--- config.mk ---
export PLATFORM = sky130hd
export DESIGN_NAME = rst_seq_ctrl
export DESIGN_NICKNAME = d
export VERILOG_FILES = /design/src/rtl/rst_seq_ctrl_pkg.sv /design/src/rtl/rst_seq_ctrl_cyc_timer.sv /design/src/rtl/rst_seq_ctrl.sv
export SDC_FILE = /design/constraint.sdc
export NUM_CORES = 1
export LEC_CHECK = 0
export ABC_AREA = 1
export BUFFER_PORTS_ARGS = -buffer_cell sky130_fd_sc_hd__buf_4
export CORE_UTILIZATION = 60
export DETAILED_ROUTE_END_ITERATION = 7
export MAX_ROUTING_LAYER = met4
export PLACE_DENSITY = 0.91
export SLEW_MARGIN = 20
export SYNTH_ARGS = -nofsm -noshare
export SYNTH_HDL_FRONTEND = slang
export SYNTH_SLANG_ARGS = --single-unit
--- constraint.sdc ---
create_clock -name clk -period 4.25 [get_ports clk]
set_input_delay 0.85 -clock clk [delete_from_list [all_inputs] [get_ports clk]]
set_output_delay 0.85 -clock clk [all_outputs]
set_load 0.02 [all_outputs]
--- src/rtl/rst_seq_ctrl_pkg.sv ---
// Shared definitions for the staged reset-release sequencer.
//   - FSM state encodings (ASSERT, WAIT_ACK, GAP, DONE, ERR)
//   - stage-index width (stages 0..7)
//   - status struct carried by the registered output decode
//   - stg_held(): whether a stage's reset is held in a given state
package rst_seq_ctrl_pkg;

  localparam int STG_IDX_W = 3;

  localparam logic [2:0] ST_ASSERT = 3'd0;
  localparam logic [2:0] ST_WAIT   = 3'd1;
  localparam logic [2:0] ST_GAP    = 3'd2;
  localparam logic [2:0] ST_DONE   = 3'd3;
  localparam logic [2:0] ST_ERR    = 3'd4;

  typedef struct packed {
    logic                 busy;
    logic                 done;
    logic                 err;
    logic [STG_IDX_W-1:0] err_stg;
  } sts_t;

  // Stage idx is held in reset unless it has been released in state st with current stage k.
  // In WAIT/GAP stages 0..k are out; in ERR stage k itself goes back into reset.
  function automatic logic stg_held(input logic [2:0]           st,
                                    input logic [STG_IDX_W-1:0] idx,
                                    input logic [STG_IDX_W-1:0] k);
    case (st)
      ST_WAIT, ST_GAP: return idx > k;
      ST_DONE:         return 1'b0;
      ST_ERR:          return idx >= k;
      default:         return 1'b1;
    endcase
  endfunction

endpackage

--- src/rtl/rst_seq_ctrl_cyc_timer.sv ---
// cyc_timer: clear/enable up-counter with a saturating terminal compare.
// One instance serves the lock-hold, inter-stage gap and ack-timeout phases.
//   clk, rst : clock, synchronous active-high reset
//   i_clr    : zero the count (wins over i_en)
//   i_en     : count this cycle
//   i_term   : terminal count for the current phase (>=1)
//   o_hit    : this enabled cycle is the i_term-th counted cycle
module cyc_timer #(
  parameter int CNT_W = 8
) (
  input  logic             clk,
  input  logic             rst,
  input  logic             i_clr,
  input  logic             i_en,
  input  logic [CNT_W-1:0] i_term,
  output logic             o_hit
);

  logic [CNT_W-1:0] r_cnt;

  // r_cnt holds the number of cycles already counted, so the current
  // enabled cycle is number r_cnt+1. Compare with >= so a saturated
  // count still reports a hit.
  assign o_hit = i_en & (r_cnt >= (i_term - CNT_W'(1)));

  always_ff @(posedge clk) begin
    if (rst || i_clr) begin
      r_cnt <= '0;
    end else if (i_en && (r_cnt != {CNT_W{1'b1}})) begin
      r_cnt <= r_cnt + CNT_W'(1);
    end
  end

endmodule

--- src/rtl/rst_seq_ctrl.sv ---
// rst_seq_ctrl: staged reset-release sequencer.
// Holds N_STG downstream blocks in reset until lock_i has been stable for
// HOLD_CYC cycles, then releases them in order 0..N_STG-1, waiting for each
// stage's ack (ACK_TMO cycle limit) and inserting GAP_CYC idle cycles between.
//   clk, rst      : clock, synchronous active-high reset
//   lock_i        : clock source stable (level)
//   sw_rst_req_i  : software re-sequence request (pulse)
//   stg_ack_i     : per-stage init-done (level)
//   stg_rst_o     : per-stage active-high reset (registered)
//   busy_o/done_o : sequence in progress / all stages released and acked
//   err_o         : ack timeout; err_stg_o is the stage that timed out
module rst_seq_ctrl
  import rst_seq_ctrl_pkg::*;
#(
  parameter int N_STG    = 4,
  parameter int HOLD_CYC = 10,
  parameter int GAP_CYC  = 4,
  parameter int ACK_TMO  = 255,
  parameter int CNT_W    = 8
) (
  input  logic                 clk,
  input  logic                 rst,
  input  logic                 lock_i,
  input  logic                 sw_rst_req_i,
  input  logic [N_STG-1:0]     stg_ack_i,
  output logic [N_STG-1:0]     stg_rst_o,
  output logic                 busy_o,
  output logic                 done_o,
  output logic                 err_o,
  output logic [STG_IDX_W-1:0] err_stg_o
);

  localparam logic [STG_IDX_W-1:0] LAST = STG_IDX_W'(N_STG - 1);

  logic [2:0]           r_state;
  logic [STG_IDX_W-1:0] r_stg;
  logic [N_STG-1:0]     r_stg_rst;
  sts_t                 r_sts;

  logic [2:0]           w_nstate;
  logic [STG_IDX_W-1:0] w_nstg;
  logic [N_STG-1:0]     w_nrst;
  sts_t                 w_nsts;
  logic                 w_abort;
  logic                 w_ack_k;
  logic                 w_tclr;
  logic                 w_ten;
  logic                 w_hit;
  logic [CNT_W-1:0]     w_term;

  // ack of the stage currently waited on; the others are ignored
  always_comb begin
    w_ack_k = 1'b0;
    for (int i = 0; i < N_STG; i++)
      if (r_stg == STG_IDX_W'(i)) w_ack_k = stg_ack_i[i];
  end

  // timer phase select: lock-hold in ASSERT, gap in GAP, timeout otherwise
  always_comb begin
    case (r_state)
      ST_ASSERT: begin w_ten = lock_i; w_term = CNT_W'(HOLD_CYC); end
      ST_GAP:    begin w_ten = 1'b1;   w_term = CNT_W'(GAP_CYC);  end
      ST_WAIT:   begin w_ten = 1'b1;   w_term = CNT_W'(ACK_TMO);  end
      default:   begin w_ten = 1'b0;   w_term = CNT_W'(ACK_TMO);  end
    endcase
  end

  cyc_timer #(.CNT_W(CNT_W)) u_tmr (
    .clk    (clk),
    .rst    (rst),
    .i_clr  (w_tclr),
    .i_en   (w_ten),
    .i_term (w_term),
    .o_hit  (w_hit)
  );

  // next-state logic; every phase change restarts the shared timer
  always_comb begin
    w_nstate = r_state;
    w_nstg   = r_stg;
    w_tclr   = 1'b0;
    w_abort  = sw_rst_req_i | (~lock_i & (r_state != ST_ASSERT));
    if (w_abort) begin
      w_nstate = ST_ASSERT;
      w_nstg   = '0;
      w_tclr   = 1'b1;
    end else begin
      case (r_state)
        ST_ASSERT: begin
          if (!lock_i) begin
            w_tclr = 1'b1;                // hold count must be consecutive
          end else if (w_hit) begin
            w_nstate = ST_WAIT;
            w_nstg   = '0;
            w_tclr   = 1'b1;
          end
        end
        ST_WAIT: begin
          // ack checked first so ack-on-timeout-cycle is not an error
          if (w_ack_k) begin
            w_tclr = 1'b1;
            if (r_stg == LAST)     w_nstate = ST_DONE;
            else if (GAP_CYC == 0) w_nstg   = r_stg + STG_IDX_W'(1);
            else                   w_nstate = ST_GAP;
          end else if (w_hit) begin
            w_nstate = ST_ERR;
            w_tclr   = 1'b1;
          end
        end
        ST_GAP: begin
          if (w_hit) begin
            w_nstate = ST_WAIT;
            w_nstg   = r_stg + STG_IDX_W'(1);
            w_tclr   = 1'b1;
          end
        end
        ST_DONE, ST_ERR: ;              // left only via abort or rst
        default: begin
          w_nstate = ST_ASSERT;
          w_nstg   = '0;
          w_tclr   = 1'b1;
        end
      endcase
    end
  end

  // output decode from next state so outputs line up with the state register
  for (genvar g = 0; g < N_STG; g++) begin : g_stg
    assign w_nrst[g] = stg_held(w_nstate, STG_IDX_W'(g), w_nstg);
  end

  always_comb begin
    w_nsts.busy    = (w_nstate == ST_ASSERT) || (w_nstate == ST_WAIT) || (w_nstate == ST_GAP);
    w_nsts.done    = (w_nstate == ST_DONE);
    w_nsts.err     = (w_nstate == ST_ERR);
    w_nsts.err_stg = (w_nstate == ST_ERR) ? w_nstg : '0;
  end

  always_ff @(posedge clk) begin
    if (rst) begin
      r_state   <= ST_ASSERT;
      r_stg     <= '0;
      r_stg_rst <= '1;
      r_sts     <= '{busy: 1'b1, done: 1'b0, err: 1'b0, err_stg: '0};
    end else begin
      r_state   <= w_nstate;
      r_stg     <= w_nstg;
      r_stg_rst <= w_nrst;
      r_sts     <= w_nsts;
    end
  end

  assign stg_rst_o = r_stg_rst;
  assign busy_o    = r_sts.busy;
  assign done_o    = r_sts.done;
  assign err_o     = r_sts.err;
  assign err_stg_o = r_sts.err_stg;

endmodule

==> results.json, run 1 <==
{
  "hold_path_startpoint": "u_tmr.r_cnt[1]$_SDFFE_PP0P_",
  "antenna_left": 0,
  "dp_hpwl_um": 2530,
  "yosys.area_share.simple": 0.360,
  "vias": 1404,
  "cellPowerDensity_nw_per_um2": 236,
  "grt.overflow.total": 0,
  "r2r-start": "r_state[0]$_SDFF_PP0_",
  "timing.final.crit_share": 0.773,
  "grtUsageMet2": 0.378,
  "synth-adder-area-share": 0.144,
  "gr-max-usage-layer": "met2",
  "max-cap-violations": 0,
  "die_y_um": 53.1,
  "status": "completed",
  "synth_seq_cells": 24,
  "clock_skew_ns": 0.00158,
  "dieArea_um2": 2820,
  "p_leak_nw": 0.832,
  "totalWireLength_um": 3170,
  "grt_usage": 0.256,
  "worstSetupEndpointType": "flop",
  "synthMuxAreaShare": 0,
  "ios": 18,
  "final_area_um2": 1780,
  "grt_max_degree": 15,
  "crit_arrival_ns": 3.57,
  "core_area_um2": 2480,
  "grt_pass1_vias": 1207,
  "hold_viol": 0,
  "hold_class": "reg -> reg",
  "synth.most_common_cell": "nand2_1",
  "start_kind": "flop",
  "syn_to_final_growth_pct": 13.7,
  "tightest_slew_ns": 0.379,
  "postSynthCellCount": 213,
  "synth-edff-count": 0,
  "fin_crit_ns": 3.29,
  "syn-cell-area_um2": 1570,
  "cts_buffer_depth": 2,
  "synth.top_cells.by_area": "dfxtp_1 (31%), ha_1 (14%), nand2_1 (10%)",
  "drc": 0,
  "met1_usage": 0.340,
  "yosysUniqueCellTypes": 31,
  "cts_max_level": 1,
  "dpl-instance-area_um2": 1730,
  "clock-root-buffer": "clkbuf_4",
  "syn_nets": 239,
  "drive_above_1_share": 0.215,
  "avgSynthCellArea_um2": 7.35,
  "start_util": 0.632,
  "synth_xor_area_frac": 0.0168,
  "setup_slack_ns": 0.963,
  "holdBufCountCts": 0,
  "synth.yosys.seq_area_share": 0.307,
  "max_freq_mhz": 304,
  "synth.top_cell.area_share": 0.307,
  "critical_path_class": "reg -> reg",
  "setup_viol": 0,
  "path_max_fanout": 6,
  "drv_slew": 0,
  "fp.dieW_um": 53.1,
  "postCtsSetupBuffers": 0,
  "peakVddDrop_uv": 277,
  "synth_area_leader_cell": "dfxtp_1",
  "slew_headroom": 0.745,
  "cts_sinks": 24,
  "path_clk_slew_ns": 0.13,
  "clkLatencyLatePin_ns": 0.33,
  "row_count": 18,
  "fin_util": 0.719,
  "rsz0062_at_grt": "false",
  "ys_warn_count": 0,
  "synth_compound_area_frac": 0.0958,
  "wl_per_cell_um": 12.1,
  "crit_required_ns": 4.53,
  "via_per_inst": 5.34,
  "cts_tree": "built",
  "ys.flop_type": "dfxtp_1",
  "num_antenna_cells": 0,
  "met3_usage": 0.0402,
  "synth_top_family_by_area": "simple AND/OR/NAND/NOR gates",
  "antenna_found_initial": 0,
  "startpoint": "r_state[0]$_SDFF_PP0_",
  "drt_iter0_drc": 26,
  "place.gp.congestion": 0.845,
  "synth_top_cells_by_count": "nand2_1 (42), nor2_1 (27), dfxtp_1 (24), inv_1 (24), ha_1 (18)",
  "firstDrtPassIters": 4,
  "synthArstFlopShare": 0,
  "fin_nets": 260,
  "cts_inserted_buffers": 3,
  "port-buffer-count": 17,
  "dp_slack_ns": 1.07,
  "setup_tns_ns": 0,
  "grt_first_pass_wirelength_um": 5130,
  "cts.repair.resized": 0
}
==> metal layers <==
layer	wire, um	part of all wire
met4	56	0.018
met3	136	0.043
met2	1410	0.44
met1	1570	0.49
met5	0	0
==> path summary, 6_finish.rpt <==
kind	cells past startpoint	slack, ns	end
worst min-delay path	2	0.53	u_tmr.r_cnt[1]$_SDFFE_PP0P_
worst max-delay path	22	0.96	stg_rst_o[1]$_SDFF_PP1_
worst min register to register	2	0.53	u_tmr.r_cnt[1]$_SDFFE_PP0P_
worst max register to register	22	0.96	stg_rst_o[1]$_SDFF_PP1_
==> cell type report <==
cell class / instances / area, um^2
sequential: 24 / 480
timing repair buffer: 17 / 128
inverter: 31 / 116
tap: 30 / 37.5
fill: 219 / 697
multi-input combinational: 157 / 966
clock buffer: 3 / 22.5
clock inverter: 1 / 30.0
==> flip-flops by register name (all words and copies together) (netlist names) <==
signal and count:
busy_o 1, done_o 1, err_o 1, err_stg_o 3, r_state 3, r_stg 3, stg_rst_o 4, u_tmr.r_cnt 8
==> cell families (layout without fill, tap and decap cells) <==
group	after synthesis	count (layout)
buffers and inverters	32	52
AOI/OAI and AO/OA	21	21
xor gates and xnor gates	3	3
DFF	24	24
and+or+nand+nor	115	115
adders and majority gates	18	18
==> metrics by stage <==
| stage | hold slack, ns | instances | total power [mW] |
|---|---|---|---|
| after floorplan | 0.475 | 213 | 0.248 |
| after global placement | 0.498 | 259 | 0.256 |
| after detailed placement | 0.510 | 259 | 0.256 |
| after CTS | 0.528 | 263 | 0.422 |
| after global routing | 0.562 | 263 | 0.431 |
| final | 0.529 | 263 | 0.420 |
==> critical path, cell delays in order (launching register included) <==
cell and delay, ns:
dfxtp_1 0.47, nor2_1 0.12, nand2_2 0.14, inv_1 0.13, ha_1 0.22, ha_1 0.29, nand2_1 0.07, nor2_1 0.12
nor2_1 0.05, nand2_1 0.05, nand2_1 0.04, nand2_1 0.20, nand2_4 0.10, ha_1 0.19, nor2_1 0.09, a21oi_1 0.05
a221oi_1 0.34, inv_1 0.11, nand2_1 0.12, inv_1 0.06, nor2_2 0.12, nand2_1 0.06, nand3_1 0.09
==> power by group <==
group          total, mW  internal (mW)  leakage, nW  switching [mW]
sequential         0.226          0.226        0.194        0.000856
clock              0.168         0.0955       0.0279          0.0727
combinational     0.0257        0.00976        0.611          0.0159
==> cell usage in the layout, fill, tap and decap left out, drive strengths merged <==
master,synthesis,final
a21oi,11,11
buf,1,17
ha,18,18
a21boi,1,1
inv,31,31
a31oi,1,1
o21ai,5,5
nor3b,1,1
a221oi,1,1
nand2,52,52
dfxtp,24,24
nand4,5,5
clkbuf,0,3
bufinv,0,1
or2,2,2
o211ai,1,1
nor3,5,5
o21a,1,1
nand3b,1,1
nor2,32,32
nor4,1,1
nand3,16,16
xor2,3,3
Power figures use the tool's default switching activity.
==> run 2: changes to the inputs <==
--- a/config.mk
+++ b/config.mk
@@ -7,10 +7,10 @@
 export LEC_CHECK = 0
 export ABC_AREA = 1
 export BUFFER_PORTS_ARGS = -buffer_cell sky130_fd_sc_hd__buf_4
-export CORE_UTILIZATION = 60
+export CORE_UTILIZATION = 57
 export DETAILED_ROUTE_END_ITERATION = 7
 export MAX_ROUTING_LAYER = met4
-export PLACE_DENSITY = 0.91
+export PLACE_DENSITY = 0.87
 export SLEW_MARGIN = 20
 export SYNTH_ARGS = -nofsm -noshare
 export SYNTH_HDL_FRONTEND = slang
==> constraint.sdc (replaced) <==
create_clock -name clk -period 3.4 [get_ports clk]
set_input_delay 0.68 -clock clk [delete_from_list [all_inputs] [get_ports clk]]
set_output_delay 0.68 -clock clk [all_outputs]
set_load 0.02 [all_outputs]
==> run 2 against run 1 <==
  * Final area shrank 0.84%
  * Sequential power grew 25%
  * Critical path type unchanged
  * Non-clock buffer count is the same
  * Hold slack lost 0.018 ns
  * Highest routed layer unchanged
  * Critical path depth shrank 1
  * Core utilization shrank 2.5 points
  * Worst setup slack lost 0.68 ns
  * Critical endpoint unchanged
  * Global-route usage shrank 1.3 points
==> results.json, run 2 (same netlist as run 1, synthesis figures left out) <==
{
  "drive_above_1_share": 0.219,
  "cts_buffer_depth": 2,
  "p_leak_nw": 0.826,
  "layout_commonest_cell": "nand2_1",
  "largest_reg_flops": 8,
  "postCtsSetupBuffers": 0,
  "max_freq_mhz": 321,
  "rsz0062_at_grt": "false",
  "setup_viol": 0,
  "cts_tree": "built",
  "grt.overflow.total": 0,
  "fp.dieW_um": 54.4,
  "dp_slack_ns": 0.287,
  "port-buffer-count": 17,
  "timing.final.crit_share": 0.916,
  "die_y_um": 54.4,
  "clkLatencyLatePin_ns": 0.32,
  "syn_to_final_growth_pct": 12.7,
  "path_max_fanout": 6,
  "crit_arrival_ns": 3.39,
  "dp_hpwl_um": 2450,
  "wl_per_cell_um": 11.6,
  "path_clk_slew_ns": 0.14,
  "start_kind": "flop",
  "slowest_delay_ns": 0.37,
  "dp_cells": 259,
  "via_per_inst": 5.25,
  "max-cap-violations": 0,
  "drt_iter0_drc": 41,
  "antenna_found_initial": 0,
  "critical_path_class": "reg -> reg",
  "worstSetupEndpointType": "flop",
  "start_util": 0.616,
  "crit_required_ns": 3.68,
  "totalWireLength_um": 3050,
  "regMostFlops": "u_tmr.r_cnt",
  "cts_inserted_buffers": 3,
  "setup_slack_ns": 0.287,
  "cts_sinks": 24,
  "cts.repair.resized": 0,
  "vias": 1380,
  "peakVddDrop_uv": 282,
  "hold_viol": 0,
  "layout_common_cells": "nand2_1 (42), nor2_1 (27), inv_1 (24), dfxtp_1 (23), ha_1 (18)",
  "fin_util": 0.694,
  "holdBufCountCts": 0,
  "cellPowerDensity_nw_per_um2": 264,
  "finalPower_mw": 0.467,
  "slew_headroom": 0.745,
  "num_antenna_cells": 0,
  "stdcell_count": 263,
  "grt_max_degree": 14,
  "drc": 0,
  "fin_crit_ns": 3.11,
  "cts_max_level": 1,
  "critical-path-slowest-cell": "dfxtp_2",
  "grt_first_pass_wirelength_um": 5030,
  "antenna_left": 0,
  "core_area_um2": 2540,
  "place.gp.congestion": 0.885,
  "hold_class": "reg -> reg",
  "grt_usage": 0.243,
  "drv_slew": 0,
  "ios": 18,
  "dieArea_um2": 2960,
  "crit_buf_inv": 2,
  "clock_skew_ns": 0.00926,
  "grt_pass1_vias": 1159,
  "row_count": 18,
  "fin_nets": 260,
  "tightest_slew_ns": 0.380,
  "n_fill_cell": 211,
  "cp_top_family": "simple AND/OR/NAND/NOR gates",
  "path_cells": "nor2_1, nand2_2, ha_1, ha_1, nand2_1, nor2_1, nor2_1, nand2_1, nand2_1, nand2_1, nand2_4, ha_1, nor2_1, a21oi_1, a221oi_1, inv_1, nand2_1, inv_1, nor2_2, nand2_1, nand3_1",
  "setup_tns_ns": 0,
  "clock-root-buffer": "clkbuf_4",
  "firstDrtPassIters": 4,
  "crit_path_frequent_cell": "nand2_1",
  "status": "completed"
}
-- run 2: cell count changes in the layout (fill, tap and decap cells not counted), sizes merged --
| cell | previous run | this run |
|---|---|---|
| bufinv | 1 | 0 |
| clkbuf | 3 | 4 |
-- run 2: power by group --
| group | switching (mW) | internal, mW |
|---|---|---|
| clock network | 0.0868 | 0.0655 |
| logic | 0.0194 | 0.0122 |
| registers | 0.000998 | 0.282 |
| total | 0.107 | 0.360 |
-- run 2: through the flow --
stage | hold WS (ns) | area (um^2)
after floorplan | 0.475 | 1570
after global placement | 0.493 | 1730
after detailed placement | 0.497 | 1730
after CTS | 0.517 | 1760
after global routing | 0.539 | 1770
final | 0.511 | 1770
-- run 2: worst paths after layout --
path                               startpoint                          end  slack [ns]  cells past startpoint
hold / removal    u_tmr.r_cnt[0]$_SDFFE_PP0P_  u_tmr.r_cnt[0]$_SDFFE_PP0P_        0.51                      2
hold reg to reg   u_tmr.r_cnt[0]$_SDFFE_PP0P_  u_tmr.r_cnt[0]$_SDFFE_PP0P_        0.51                      2
setup reg to reg        r_state[0]$_SDFF_PP0_      stg_rst_o[1]$_SDFF_PP1_        0.29                     21
setup / recovery        r_state[0]$_SDFF_PP0_      stg_rst_o[1]$_SDFF_PP1_        0.29                     21
-- run 2: final cells by class --
| class | instances | area (um^2) | area share |
|---|---|---|---|
| inverter | 31 | 116 | 0.0659 |
| tap | 30 | 37.5 | 0.0213 |
| sequential | 24 | 482 | 0.273 |
| multi-input combinational | 157 | 966 | 0.547 |
| clock buffer | 4 | 36.3 | 0.0206 |
| timing repair buffer | 17 | 128 | 0.0723 |
-- run 2: layer usage --
metal	track usage	vias up	part of all wire
met5	-	-	0
met4	0.0897	0	0.016
met3	0.0333	5	0.060
met2	0.352	38	0.43
met1	0.342	609	0.50
li1	-	728	-
-- run 2: worst reg2reg max path, cell delays in order, from the launching register on --
cell,delay [ns]
dfxtp_2,0.37
nor2_1,0.17
nand2_2,0.13
ha_1,0.32
ha_1,0.28
nand2_1,0.06
nor2_1,0.11
nor2_1,0.05
nand2_1,0.05
nand2_1,0.04
nand2_1,0.19
nand2_4,0.10
ha_1,0.19
nor2_1,0.10
a21oi_1,0.05
a221oi_1,0.33
inv_1,0.10
nand2_1,0.13
inv_1,0.07
nor2_2,0.12
nand2_1,0.06
nand3_1,0.07
==> run 3: changes to the inputs <==
--- a/config.mk
+++ b/config.mk
@@ -7,10 +7,10 @@
 export LEC_CHECK = 0
 export ABC_AREA = 1
 export BUFFER_PORTS_ARGS = -buffer_cell sky130_fd_sc_hd__buf_4
-export CORE_UTILIZATION = 57
+export CORE_UTILIZATION = 30
 export DETAILED_ROUTE_END_ITERATION = 7
 export MAX_ROUTING_LAYER = met4
-export PLACE_DENSITY = 0.87
+export PLACE_DENSITY = 0.56
 export SLEW_MARGIN = 20
 export SYNTH_ARGS = -nofsm -noshare
 export SYNTH_HDL_FRONTEND = slang
==> constraint.sdc (replaced) <==
create_clock -name clk -period 3.4 [get_ports clk]
set_input_delay 0.34 -clock clk [delete_from_list [all_inputs] [get_ports clk]]
set_output_delay 0.34 -clock clk [all_outputs]
set_load 0.02 [all_outputs]
==> run 3 against run 2 <==
  * Total power up 21%
  * Die area up 86%
  * First-iteration DRC count up 95%
  * Non-clock buffer count unchanged
  * Sequential share of layout area down 1.3 points
  * Worst setup slack better by 0.098 ns
  * Clock power up 66%
  * Final area up 5.1%
  * Flip-flop and latch count unchanged
==> results.json, run 3 (same netlist as run 1, synthesis figures left out) <==
{
  "cellPowerDensity_nw_per_um2": 306,
  "regMostFlops": "u_tmr.r_cnt",
  "max-cap-violations": 0,
  "port-buffer-count": 17,
  "num_antenna_cells": 0,
  "start_kind": "flop",
  "fin_nets": 260,
  "firstDrtPassIters": 4,
  "syn_to_final_growth_pct": 18.5,
  "worstSetupEndpointType": "flop",
  "final_area_um2": 1860,
  "grt_max_degree": 15,
  "slowest_delay_ns": 0.36,
  "die_y_um": 74.3,
  "dpl-instance-area_um2": 1770,
  "path_max_fanout": 6,
  "critical-path-slowest-cell": "dfxtp_2",
  "setup_viol": 0,
  "drc": 0,
  "grt_first_pass_wirelength_um": 5250,
  "cts_tree": "built",
  "path_cells": "nor2_1, nand2_2, ha_1, ha_1, nand2_1, nor2_1, nor2_1, nand2_1, nand2_1, nand2_2, nand2_4, ha_1, nor2_1, a21oi_1, a221oi_2, inv_1, nand2_1, inv_1, nor2_2, nand2_1, nand3_1",
  "finalPower_mw": 0.567,
  "multi_input_area_um2": 975,
  "antenna_found_initial": 0,
  "rrSetupSlack_ns": 0.39,
  "hold_viol": 0,
  "setup_tns_ns": 0,
  "grt_pass1_vias": 1203,
  "clkLatencyLatePin_ns": 0.27,
  "peakVddDrop_uv": 128,
  "layout_common_cells": "nand2_1 (41), nor2_1 (27), inv_1 (24), dfxtp_1 (23), ha_1 (18)",
  "postCtsSetupBuffers": 0,
  "totalWireLength_um": 3080,
  "holdBufCountCts": 0,
  "largest_reg_flops": 8,
  "crit_arrival_ns": 3.23,
  "cp_top_family": "simple AND/OR/NAND/NOR gates",
  "dp_slack_ns": 0.212,
  "antenna_left": 0,
  "drt_iter0_drc": 80,
  "wl_per_cell_um": 10.3,
  "crit_buf_inv": 2,
  "grt.overflow.total": 0,
  "cts_inserted_buffers": 3,
  "clock_skew_ns": 0.00200,
  "slew_headroom": 0.726,
  "n_fill_cell": 544,
  "p_leak_nw": 0.840,
  "status": "completed",
  "grt_usage": 0.128,
  "clock-root-buffer": "clkbuf_8",
  "start_util": 0.321,
  "path_clk_slew_ns": 0.09,
  "layout_commonest_cell": "nand2_1",
  "fp.dieW_um": 74.3,
  "fin_util": 0.380,
  "regArea_um2": 482,
  "row_count": 25,
  "dieArea_um2": 5510,
  "timing.final.crit_share": 0.887,
  "hold_class": "in -> reg",
  "place.gp.congestion": 0.857,
  "crit_path_frequent_cell": "nand2_1",
  "via_per_inst": 4.37,
  "max_freq_mhz": 332,
  "cts_max_level": 1,
  "vias": 1312,
  "dp_hpwl_um": 2530,
  "drv_slew": 0,
  "crit_required_ns": 3.62,
  "ios": 18,
  "core_area_um2": 4880,
  "setup_slack_ns": 0.385,
  "critical_path_class": "reg -> reg",
  "tightest_slew_ns": 0.409,
  "fin_crit_ns": 3.01,
  "cts_buffer_depth": 2,
  "drive_above_1_share": 0.227,
  "rsz0062_at_grt": "false",
  "cts_sinks": 24
}
[run 3: cell count changes in the layout (fill, tap and decap cells not counted)]
cell and delta:
a221oi_2 +1, nand2_1 -1, nand2_2 +1, clkbuf_8 +2
a221oi_1 -1, clkbuf_4 -3, bufinv_16 +1
[run 3: what timing repair did]
action,in CTS,in global routing
resized for setup,0,3
hold endpoints to repair,0,0
setup endpoints to repair,0,5
[run 3: worst reg2reg max path, stage by stage (launching register included)]
cell and delay (ns):
dfxtp_2 0.36, nor2_1 0.17, nand2_2 0.14, ha_1 0.32, ha_1 0.28, nand2_1 0.06
nor2_1 0.12, nor2_1 0.05, nand2_1 0.05, nand2_1 0.05, nand2_2 0.13, nand2_4 0.09
ha_1 0.19, nor2_1 0.10, a21oi_1 0.06, a221oi_2 0.29, inv_1 0.09, nand2_1 0.12
inv_1 0.06, nor2_2 0.12, nand2_1 0.06, nand3_1 0.07
[run 3: through the flow]
stage | hold slack (ns) | std cells
after floorplan | 0.475 | 213
after global placement | 0.495 | 296
after detailed placement | 0.499 | 296
after CTS | 0.336 | 300
after global routing | 0.352 | 300
final | 0.352 | 300
[run 3: path summary, 6_finish.rpt]
| check | cells after the start | end | start |
|---|---|---|---|
| worst min register to register | 2 | u_tmr.r_cnt[0]$_SDFFE_PP0P_ | u_tmr.r_cnt[0]$_SDFFE_PP0P_ |
| worst max register to register | 21 | stg_rst_o[1]$_SDFF_PP1_ | r_state[0]$_SDFF_PP0_ |
| worst min-delay path | 2 | r_stg[1]$_SDFF_PP0_ | rst |
| worst max-delay path | 21 | stg_rst_o[1]$_SDFF_PP1_ | r_state[0]$_SDFF_PP0_ |
[run 3: power breakdown]
| group | total [mW] | switching, mW | internal (mW) |
|---|---|---|---|
| logic | 0.0323 | 0.0197 | 0.0127 |
| registers | 0.283 | 0.00114 | 0.282 |
| clock network | 0.252 | 0.0948 | 0.157 |
| total | 0.567 | 0.116 | 0.452 |
[run 3: area by class of cell]
class	count	area share
Tap cell	67	0.0452
Multi-Input combinational cell	157	0.525
Sequential cell	24	0.260
Timing Repair Buffer	17	0.0688
Clock inverter	1	0.0162
Clock buffer	3	0.0223
Inverter	31	0.0627
[run 3: layer usage]
layer	wire (um)	vias up	GRT usage
li1	-	728	-
met1	1640	561	0.178
met2	1280	19	0.187
met3	111	4	0.0163
met4	44	0	0.0503
met5	0	-	-
